==> config.mk <==
export PLATFORM = sky130hd
export DESIGN_NAME = proj_counter
export DESIGN_NICKNAME = d
export VERILOG_FILES = /design/src/rtl/proj_pkg.sv /design/src/rtl/proj_counter.sv
export SDC_FILE = /design/constraint.sdc
export NUM_CORES = 1
export LEC_CHECK = 0
export BUFFER_PORTS_ARGS = -buffer_cell sky130_fd_sc_hd__buf_2
export CELL_PAD_IN_SITES_DETAIL_PLACEMENT = 1
export CELL_PAD_IN_SITES_GLOBAL_PLACEMENT = 2
export CORE_MARGIN = 5
export CORE_UTILIZATION = 31
export CTS_CLUSTER_SIZE = 12
export DETAILED_ROUTE_END_ITERATION = 16
export PLACE_DENSITY_LB_ADDON = 0.1
export SYNTH_ARGS = -nofsm -noshare
export SYNTH_HDL_FRONTEND = slang
export SYNTH_SLANG_ARGS = --single-unit
==> constraint.sdc <==
create_clock -name clk -period 2.18 [get_ports clk]
set_clock_uncertainty 0.05 [all_clocks]
set_input_delay 0.654 -clock clk [delete_from_list [all_inputs] [get_ports clk]]
set_output_delay 0.654 -clock clk [all_outputs]
set_load 0.005 [all_outputs]
==> src/rtl/proj_pkg.sv <==
// Shared types and constants for the FM projection index sequencer.
// Provides buffer size, index type and counter FSM states.
package proj_pkg;

    localparam int FM_BUFFER_SIZE = 16;

    typedef logic [FM_BUFFER_SIZE-1:0] fm_index_t;

    typedef enum logic [1:0] {
        IDLE,
        ARM,
        COUNT,
        DONE
    } counter_state_e;

endpackage

==> src/rtl/proj_counter.sv <==
// Single-pass index sequencer for the frequency-moment buffer.
// Ports: clk, rst_n (sync, active-high), start (pulse),
//        index (current buffer index), finished_count (pass done).
module proj_counter
    import proj_pkg::*;
#(
    parameter int FM_BUFFER_SIZE = proj_pkg::FM_BUFFER_SIZE
) (
    input  logic                      clk,
    input  logic                      rst_n,
    input  logic                      start,
    output logic [FM_BUFFER_SIZE-1:0] index,
    output logic                      finished_count
);

    localparam logic [FM_BUFFER_SIZE-1:0] IDX_ZERO = '0;
    localparam logic [FM_BUFFER_SIZE-1:0] IDX_ONE  =
        FM_BUFFER_SIZE'(1);
    localparam logic [FM_BUFFER_SIZE-1:0] IDX_PRE  =
        FM_BUFFER_SIZE'(FM_BUFFER_SIZE - 2);
    localparam logic [FM_BUFFER_SIZE-1:0] IDX_LAST =
        FM_BUFFER_SIZE'(FM_BUFFER_SIZE - 1);

    counter_state_e state;

    // rst_n is active-high; start beats every non-reset transition,
    // including the terminal edge, so a restart never flags done.
    always_ff @(posedge clk) begin
        if (rst_n) begin
            state          <= IDLE;
            index          <= IDX_ZERO;
            finished_count <= 1'b0;
        end else if (start) begin
            state          <= ARM;
            index          <= IDX_ZERO;
            finished_count <= 1'b0;
        end else begin
            case (state)
                IDLE: begin
                    index          <= IDX_ZERO;
                    finished_count <= 1'b0;
                end
                ARM, COUNT: begin
                    // ARM also checks the terminal value so a
                    // two-entry buffer finishes straight from ARM.
                    if (index == IDX_PRE) begin
                        state          <= DONE;
                        index          <= IDX_LAST;
                        finished_count <= 1'b1;
                    end else begin
                        state <= COUNT;
                        index <= (state == ARM) ? IDX_ONE
                                                : index + IDX_ONE;
                    end
                end
                DONE: begin
                    index          <= IDX_LAST;
                    finished_count <= 1'b1;
                end
                default: begin
                    state          <= IDLE;
                    index          <= IDX_ZERO;
                    finished_count <= 1'b0;
                end
            endcase
        end
    end

endmodule

==> impl_metrics.csv, run 1 <==
group,metric,value,unit
logic_synthesis,ys.flop_type,"dfxtp_1",
clock_network,clk_pin_slew,0.11,ns
outcome,status,"finished, final reports clean",
timing,worst_slack,0.381,ns
power_and_ir_drop,vdd_ir_drop_max,0.147,mV
grt,grt_overflow_total,0,
floorplan,die_h,65.5,µm
logic_synthesis,avgSynthCellArea,8.69,µm²
logic_synthesis,synth_top_area_cell,"dfxtp_1",
clock_network,cts_buffer_depth,2,
critical_path,crit_path_end_kind,"flop",
timing,hold_violations,0,
routing,drt-total-wl,2.40,mm
timing,max_slew_margin,0.786,
routing,wl_per_cell,14.3,µm
critical_path,timing.critical_path.cells,"ha_1, nor4b_1, and4_1, or3_4, nor2_1",
clock_network,cts_tree,"yes",
critical_path,startpoint_type,"flop",
grt,grt_use_met3,0.0222,
routing,avgViaCountPerCell,5.15,
critical_path,path_depth,5,
critical_path,critPathMaxFanout,12,
logic_synthesis,async_reset_ff_frac,0,
logic_synthesis,netlist-cell-type-count,29,
placement,dp_worst_setup_slack,0.285,ns
logic_synthesis,syn_area,956,µm²
logic_synthesis,synth_common_cells,"dfxtp_1 (19), nor2_1 (19), nand2_1 (7), nor3_1 (7), xnor2_1 (7)",
critical_path,reg2reg_depth,5,
grt,met2_usage,0.220,
placement,dp_hpwl,1.92,mm
run,max_cap_viol_count,0,
critical_path,worst-endpoint-arrival,1.95,ns
power_and_ir_drop,p_leak,0.437,nW
critical_path,cp.required,2.33,ns
clock_network,cts.sinks,19,
critical_path,cp_num_buf_inv,0,
placement,portBuffers,19,
critical_path,critPathMaxStageDelay,0.45,ns
logic_synthesis,synth-edff-count,0,
clock_network,cts-resized-gates,0,
timing,min_period,1.80,ns
clock_network,clock_latency,0.29,ns
logic_synthesis,ys_seq_elements,19,
critical_path,crit_end,"index[4]",
routing,via_count,865,
critical_path,criticalPathCategory,"flop to flop",
clock_network,hold_buffers,0,
clock_network,cts_made_buffers,3,
floorplan,die-area,4290,µm²
timing,fmax,556,MHz
grt,grt_pass1_vias,884,
grt,grt_pass1_wl,4.08,mm
logic_synthesis,ys.warnings.count,0,
critical_path,cp-startpoint,"index[1]",
cells_and_area,fin_nets,144,
critical_path,critPathSlowestCell,"dfxtp_1",
timing,worst_pin_slew,0.318,ns
critical_path,ff2ff_setup_slack,0.38,ns
routing,drt_pass1_iterations,2,
timing,fin_crit_sh,0.825,
routing,ant_nets,0,
power_and_ir_drop,power_frac_comb,0.061,
critical_path,rr_endpoint,"index[4]",
routing,first_iter_violations,13,
timing,rsz0062_at_grt,"no",
grt,met1_usage,0.147,
critical_path,r2r_start,"index[1]",
floorplan,ioPinCount,20,
floorplan,fp-row-count,20,
clock_network,root_buffer,"clkbuf_4",
grt,antenna_found_initial,0,
cells_and_area,layout-drive-gt1-share,0.222,
power_and_ir_drop,p_switching,0.132,mW
critical_path,crit_family,"simple AND/OR/NAND/NOR gates",
grt,grt.total_usage,0.123,
floorplan,start_util,0.318,
power_and_ir_drop,clkPwrFrac,0.312,
clock_network,htreeDepth,1,
floorplan,fp.dieW,65.5,µm
power_and_ir_drop,powerDensity,498,nW/µm²
power_and_ir_drop,swShare,0.233,
worst_hold_path,hp-class,"flop to flop",
logic_synthesis,syn_inst,110,
power_and_ir_drop,power.internal,0.433,mW
logic_synthesis,synth_top_area_share,0.398,
grt,busiest_layer,"met2",
logic_synthesis,synthTopCellsByArea,"dfxtp_1 (40%), nor2_1 (7.5%), ha_1 (6.5%), xnor2_1 (6.4%), xor2_1 (4.6%)",
timing,finalSetupViolations,0,
placement,gp_congestion,0.719,
timing,setup_tns,0,ns
timing,drv_slew,0,
power_and_ir_drop,seqPwrFrac,0.627,
logic_synthesis,seq_area_frac_synth,0.398,
floorplan,core_area,3000,µm²
routing,drc_errors,0,
logic_synthesis,syn_nets,118,
clock_network,cts_setup_buffers,0,
cells_and_area,num_antenna_cells,0,
cells_and_area,area_growth,18.6,%
grt,grt_max_degree,13,
-- power by group through the flow --
stage / combinational [mW] / sequential (mW) / clock [mW]
after floorplan: 0.0220 / 0.362 / 0
after global placement: 0.0343 / 0.362 / 0
after detailed placement: 0.0350 / 0.363 / 0
after CTS: 0.0351 / 0.355 / 0.190
after global routing: 0.0402 / 0.356 / 0.208
final: 0.0342 / 0.354 / 0.176
-- flip-flops by register name (all words and copies together), names as in the netlist --
| name | cells |
|---|---|
| index | 16 |
| state | 2 |
| finished_count | 1 |
-- layout make-up --
| type | instances | area (µm²) |
|---|---|---|
| clock inverter | 1 | 5.00 |
| fill | 399 | 1870 |
| clock buffer | 3 | 22.5 |
| sequential | 19 | 380 |
| timing repair buffer | 23 | 125 |
| multi-input combinational | 84 | 541 |
| tap | 33 | 41.3 |
| inverter | 5 | 18.8 |
-- metrics by stage --
step | area (µm²) | instances | hold slack [ns] | util | total power [mW]
after floorplan | 956 | 110 | 0.401 | - | 0.384
after global placement | 1110 | 164 | 0.393 | 0.368 | 0.397
after detailed placement | 1110 | 164 | 0.406 | 0.368 | 0.398
after CTS | 1130 | 168 | 0.422 | 0.378 | 0.579
after global routing | 1130 | 168 | 0.453 | 0.378 | 0.604
final | 1130 | 168 | 0.413 | 0.378 | 0.565
-- cell usage in the layout (no fill, tap or decap), drive strengths merged, types with 4 or more instances in the layout --
master / n
nand3: 7
o21ai: 4
inv: 5
ha: 5
xor2: 5
dfxtp: 19
nor3: 7
buf: 23
xnor2: 7
nand2: 7
nor2: 19
-- cell families (layout without fill, tap and decap cells) --
family	Yosys count	count (layout)	synth area share
AOI/OAI and AO/OA	12	12	0.0838
xor gates and xnor gates	12	12	0.110
adders and majority gates	5	5	0.0654
buffers and inverters	7	32	0.0366
DFF	19	19	0.398
and+or+nand+nor	55	55	0.306
-- per-layer routing --
metal,up-vias,wire (µm)
met3,2,60
met4,0,11
met5,-,0
li1,435,-
met2,10,1230
met1,418,1090
-- worst register-to-register path, stage by stage, from the launching register on --
cell and delay, ns:
dfxtp_1 0.45, ha_1 0.20, nor4b_1 0.22, and4_1 0.43, or3_4 0.28, nor2_1 0.07
-- how the worst min path moves through the flow --
stage / startpoint / endpoint / slack, ns / depth (start not counted)
2_1_floorplan: finished_count / finished_count / 0.40 / 2
6_report: finished_count / finished_count / 0.41 / 2
3_5_place_dp: finished_count / finished_count / 0.41 / 2
3_3_place_gp: finished_count / finished_count / 0.39 / 2
4_1_cts: finished_count / finished_count / 0.42 / 2
5_1_grt: finished_count / finished_count / 0.45 / 2
Note: power is estimated with default switching activity, not from simulation.
==> run 2: changes to the inputs <==
--- a/config.mk
+++ b/config.mk
@@ -9,7 +9,7 @@
 export CELL_PAD_IN_SITES_DETAIL_PLACEMENT = 1
 export CELL_PAD_IN_SITES_GLOBAL_PLACEMENT = 2
 export CORE_MARGIN = 5
-export CORE_UTILIZATION = 31
+export CORE_UTILIZATION = 28
 export CTS_CLUSTER_SIZE = 12
 export DETAILED_ROUTE_END_ITERATION = 16
 export PLACE_DENSITY_LB_ADDON = 0.1
==> constraint.sdc (replaced) <==
create_clock -name clk -period 1.55 [get_ports clk]
set_clock_uncertainty 0.05 [all_clocks]
set_input_delay 0.465 -clock clk [delete_from_list [all_inputs] [get_ports clk]]
set_output_delay 0.465 -clock clk [all_outputs]
set_load 0.005 [all_outputs]
==> run 2 against run 1 <==
Register-to-register slack worse by 0.36 ns; critical path type unchanged; combinational power up 140%; sequential power up 40%; worst hold slack better by 0.0032 ns; core utilization grew 6.8 points; final cell count rose by 24%; sequential cell count did not move; highest routed layer unchanged; sequential share of layout area down 6.6 points; via count grew 12%; clock-buffer cell count up 1.
==> impl_metrics.csv, run 2 (synthesis results as in run 1) <==
group,metric,value,unit
grt,busiest_layer,"met2",
cells_and_area,layout_commonest_cell,"buf_4",
grt,grt_pass1_wl,4.74,mm
critical_path,cp-startpoint,"index[0]",
cells_and_area,largest_register_ffs,16,
grt,grt_pass1_vias,1037,
clock_network,cts_tree,"yes",
critical_path,cp.required,1.73,ns
clock_network,cts_buffer_depth,2,
placement,dp_hpwl,2.22,mm
timing,fin_crit_sh,0.985,
critical_path,startpoint_type,"flop",
critical_path,worst-endpoint-arrival,1.71,ns
grt,grt.total_usage,0.135,
cells_and_area,multi_input_area,643,µm²
timing,min_period,1.53,ns
floorplan,fp.dieW,68.4,µm
routing,first_iter_violations,36,
floorplan,fp-row-count,21,
timing,fmax,655,MHz
cells_and_area,finalNonFillerCells,208,
critical_path,critPathSlowestCell,"or3_4",
cells_and_area,layout-drive-gt1-share,0.506,
critical_path,ff2ff_setup_slack,0.02,ns
critical_path,r2r_start,"index[0]",
routing,drt_pass1_iterations,3,
outcome,status,"finished, final reports clean",
timing,hold_violations,0,
clock_network,root_buffer,"clkbuf_4",
placement,gp_congestion,0.784,
routing,avgViaCountPerCell,4.67,
cells_and_area,fin_util,0.445,
routing,wl_per_cell,13.5,µm
power_and_ir_drop,powerDensity,567,nW/µm²
critical_path,timing.critical_path.cells,"inv_4, ha_4, nor4b_4, and4_4, or3_4, nor2_1",
clock_network,clock_latency,0.29,ns
worst_hold_path,hold_start,"finished_count",
clock_network,cts_made_buffers,3,
grt,met2_usage,0.246,
grt,grt_use_met3,0.0263,
grt,met1_usage,0.161,
timing,max_slew_margin,0.727,
critical_path,crit_path_end_kind,"flop",
clock_network,cts.sinks,19,
clock_network,htreeDepth,1,
timing,worst_pin_slew,0.406,ns
critical_path,critPathMaxStageDelay,0.42,ns
timing,finalSetupViolations,0,
cells_and_area,regArea,398,µm²
floorplan,core_area,3310,µm²
clock_network,clk_pin_slew,0.11,ns
critical_path,rr_endpoint,"index[11]",
floorplan,die-area,4680,µm²
cells_and_area,num_antenna_cells,0,
grt,antenna_found_initial,0,
clock_network,hold_buffers,0,
routing,drt-total-wl,2.81,mm
timing,rsz0062_at_grt,"yes",
placement,portBuffers,19,
floorplan,start_util,0.289,
timing,drv_slew,0,
grt,grt_max_degree,11,
cells_and_area,largestRegisters,"index x16, state x2, finished_count x1",
critical_path,critPathMaxFanout,6,
routing,drc_errors,0,
cells_and_area,fin_nets,171,
critical_path,crit_end,"index[11]",
power_and_ir_drop,vdd_ir_drop_max,0.206,mV
cells_and_area,area_growth,54.2,%
critical_path,criticalPathCategory,"flop to flop",
run,max_cap_viol_count,0,
routing,ant_nets,0,
critical_path,reg2reg_depth,6,
floorplan,die_h,68.4,µm
cells_and_area,regMostFlops,"index",
routing,via_count,972,
grt,grt_overflow_total,0,
worst_hold_path,hp-class,"flop to flop",
cells_and_area,fillCellCount,413,
cells_and_area,final_cell_mix,"buf_4 (28), buf_2 (19), nor2_1 (17), dfxtp_1 (9), dfxtp_2 (8)",
floorplan,ioPinCount,20,
placement,dp.cells,202,
power_and_ir_drop,p_leak,0.582,nW
-- run 2: cell types whose count changed in the layout (fill, tap and decap cells not counted), sizes merged --
cell / before / now
buf: 23 / 49
clkbuf: 3 / 4
clkinv: 1 / 0
or3: 2 / 3
-- run 2: worst min path at each step --
stage	cells after the start	to	slack, ns
2_1_floorplan	2	finished_count	0.40
3_3_place_gp	2	finished_count	0.39
3_5_place_dp	2	finished_count	0.40
4_1_cts	3	state[0]	0.38
5_1_grt	3	state[1]	0.40
6_report	2	finished_count	0.42
-- run 2: timing repair --
item                                    CTS  global route
pin swaps                                11             4
resized for setup                        19            14
endpoints found under the setup margin   14            12
cloned                                    1             0
setup buffers                             1             0
-- run 2: cell type report --
class | count | area share
inverters | 5 | 0.0144
clock buffers | 4 | 0.0178
well taps | 46 | 0.0390
flip-flops and latches | 19 | 0.270
repair buffers | 49 | 0.222
multi-input cells | 85 | 0.436
-- run 2: per-layer routing --
| layer | vias to the layer above | part of all wire |
|---|---|---|
| met4 | 0 | 0.0039 |
| met3 | 2 | 0.031 |
| met1 | 466 | 0.46 |
| met5 | - | 0 |
| met2 | 9 | 0.50 |
| li1 | 495 | - |
-- run 2: report_power, final --
group	switching (mW)	total (mW)	leakage [nW]	internal, mW
logic	0.0412	0.0822	0.408	0.0410
registers	0.00434	0.496	0.159	0.492
clock network	0.157	0.257	0.0150	0.100
-- run 2: critical path: cells and delay by family (launching register included) --
kind,cells,cell delay (ns)
fa+ha+maj,1,0.14
buf+inv,1,0.04
flops,1,0.39
simple gates,4,0.84
-- run 2: metrics by stage --
stage,power [mW],worst slack [ns],hold WS [ns],setup TNS (ns),cell area (µm²)
after floorplan,0.541,-0.103,0.401,-1.07,971
after global placement,0.578,-0.0226,0.394,-0.0962,1320
after detailed placement,0.580,-0.0637,0.405,-0.414,1320
after CTS,0.854,0.00271,0.377,0,1440
after global routing,0.887,-0.0377,0.401,-0.206,1470
final,0.835,0.0228,0.416,0,1470
==> run 3: changes to the inputs <==
--- a/config.mk
+++ b/config.mk
@@ -9,7 +9,7 @@
 export CELL_PAD_IN_SITES_DETAIL_PLACEMENT = 1
 export CELL_PAD_IN_SITES_GLOBAL_PLACEMENT = 2
 export CORE_MARGIN = 5
-export CORE_UTILIZATION = 28
+export CORE_UTILIZATION = 31
 export CTS_CLUSTER_SIZE = 12
 export DETAILED_ROUTE_END_ITERATION = 16
 export PLACE_DENSITY_LB_ADDON = 0.1
==> constraint.sdc (replaced) <==
create_clock -name clk -period 1.41 [get_ports clk]
set_clock_uncertainty 0.05 [all_clocks]
set_input_delay 0.423 -clock clk [delete_from_list [all_inputs] [get_ports clk]]
set_output_delay 0.423 -clock clk [all_outputs]
set_load 0.005 [all_outputs]
==> run 3 against run 2 <==
The flow now finishes with violations (negative setup slack); total power is 13% higher; global-route usage is 3.1 points higher; die area is 8.3% lower; clock power is 16% higher; register-to-register slack worse by 0.16 ns; largest cell class unchanged; largest power group unchanged.
==> impl_metrics.csv, run 3 (synthesis results as in run 1) <==
group,metric,value,unit
timing,min_period,1.55,ns
timing,timing.hold.ws,0.388,ns
grt,grt_pass1_vias,1078,
outcome,violations,"negative setup slack",
timing,hold_violations,0,
timing,rsz0062_at_grt,"yes",
power_and_ir_drop,p_leak,0.731,nW
critical_path,critPathMaxFanout,6,
cells_and_area,layout_commonest_cell,"buf_4",
clock_network,clock_latency,0.32,ns
floorplan,ioPinCount,20,
cells_and_area,largestRegisters,"index x16, state x2, finished_count x1",
cells_and_area,largest_register_ffs,16,
routing,wl_per_cell,16.1,µm
worst_hold_path,hold_start,"rst_n",
clock_network,cts_made_buffers,3,
critical_path,critPathMaxStageDelay,0.39,ns
cells_and_area,finalNonFillerCells,217,
cells_and_area,final_cell_mix,"buf_4 (40), buf_6 (21), nor2_1 (15), buf_2 (10)",
cells_and_area,fin_util,0.597,
floorplan,die-area,4290,µm²
critical_path,crit_family,"simple AND/OR/NAND/NOR gates",
critical_path,timing.critical_path.cells,"inv_2, ha_4, nor4b_4, and4_4, or3_4, nor2_1",
floorplan,fp-row-count,20,
placement,dp.cells,197,
placement,portBuffers,19,
grt,antenna_found_initial,0,
clock_network,clk_pin_slew,0.13,ns
routing,ant_nets,0,
critical_path,crit_path_end_kind,"flop",
clock_network,htreeDepth,1,
critical_path,critPathSlowestCell,"dfxtp_4",
power_and_ir_drop,powerDensity,527,nW/µm²
floorplan,core_area,3000,µm²
grt,grt.total_usage,0.166,
routing,via_count,1080,
routing,drc_errors,0,
grt,grt_max_degree,12,
timing,worst_slack,-0.142,ns
routing,drt-total-wl,3.49,mm
clock_network,cts.sinks,19,
routing,avgViaCountPerCell,4.98,
clock_network,cts_tree,"yes",
routing,first_iter_violations,36,
critical_path,startpoint_type,"flop",
cells_and_area,layout-drive-gt1-share,0.658,
cells_and_area,regMostFlops,"index",
run,max_cap_viol_count,0,
timing,max_slew_margin,0.773,
grt,grt_overflow_total,0,
timing,drv_slew,0,
cells_and_area,area_growth,87.4,%
timing,finalSetupViolations,22,
timing,fmax,644,MHz
clock_network,cts_buffer_depth,2,
critical_path,criticalPathCategory,"flop to flop",
critical_path,r2r_start,"index[0]",
placement,dp_hpwl,2.32,mm
worst_hold_path,hp-class,"primary input to flop",
routing,drt_pass1_iterations,4,
critical_path,cp_num_buf_inv,1,
floorplan,start_util,0.318,
placement,gp_congestion,0.812,
timing,worst_pin_slew,0.338,ns
clock_network,root_buffer,"clkbuf_4",
cells_and_area,fin_nets,193,
outcome,status,"finished with violations",
grt,grt_pass1_wl,5.35,mm
critical_path,cp.required,1.60,ns
critical_path,cp-startpoint,"index[0]",
cells_and_area,num_antenna_cells,0,
power_and_ir_drop,vdd_ir_drop_max,0.337,mV
critical_path,worst-endpoint-arrival,1.75,ns
cells_and_area,fillCellCount,341,
timing,fin_crit_sh,1.10,
floorplan,die_h,65.5,µm
floorplan,fp.dieW,65.5,µm
run 3: changes by cell type in the layout (fill, tap and decap cells not counted), moves of 2 or more:
| cell | before | now |
|---|---|---|
| dfxtp_4 | 2 | 8 |
| buf_4 | 28 | 40 |
| o21ai_1 | 0 | 3 |
| inv_1 | 4 | 2 |
| buf_2 | 19 | 10 |
| nor2_2 | 1 | 3 |
| buf_6 | 2 | 21 |
| dfxtp_1 | 9 | 3 |
| inv_2 | 0 | 3 |
| o21ai_0 | 4 | 1 |
| nor2_1 | 17 | 15 |
run 3: per-layer routing:
| layer | global-route usage | up-vias | wire [µm] |
|---|---|---|---|
| met5 | 0 | - | 0 |
| met4 | 0.0466 | 0 | 32 |
| met3 | 0.0308 | 5 | 99 |
| met2 | 0.315 | 18 | 2040 |
| met1 | 0.186 | 519 | 1310 |
| li1 | - | 538 | - |
run 3: worst reg2reg max path, delay by kind of cell (launching register included):
kind | cells | cell delay, ns
buffers and inverters | 1 | 0.05
adders and majority gates | 1 | 0.15
DFF | 1 | 0.39
and+or+nand+nor | 4 | 0.84
run 3: worst paths after layout:
path                         end  slack (ns)  depth (start not counted)
hold reg to reg   finished_count        0.41                          2
hold / removal          state[0]        0.39                          3
setup / recovery        index[4]       -0.14                          6
setup reg to reg        index[4]       -0.14                          6
run 3: layout make-up:
type                            instances  area, µm²  area share
Multi-Input combinational cell         85        697       0.389
Timing Repair Buffer                   71        587       0.328
Sequential cell                        19        420       0.235
Tap cell                               33       41.3      0.0230
Clock buffer                            3       22.5      0.0126
Inverter                                5       18.8      0.0105
Clock inverter                          1       5.00     0.00279
run 3: stage by stage:
stage	cell area (µm²)	total power, mW	setup TNS (ns)	setup WS, ns
6_report	1790	0.944	-1.34	-0.142
5_1_grt	1790	1.00	-2.52	-0.195
4_1_cts	1570	0.948	-1.21	-0.174
3_5_place_dp	1370	0.645	-2.74	-0.217
3_3_place_gp	1370	0.640	-1.71	-0.129
2_1_floorplan	978	0.595	-2.67	-0.241
run 3: report_power, final:
part / internal (mW) / switching, mW / total, mW
logic: 0.0578 / 0.0539 / 0.112
clock network: 0.106 / 0.192 / 0.298
registers: 0.529 / 0.00478 / 0.534
run 3: repair_timing:
item                       4_1_cts  5_1_grt
setup endpoints to repair       25       29
gates resized for setup         39       34
gates cloned                     1        0
setup buffers                    4       11
hold buffers                     0        0
pin swaps                       17       13
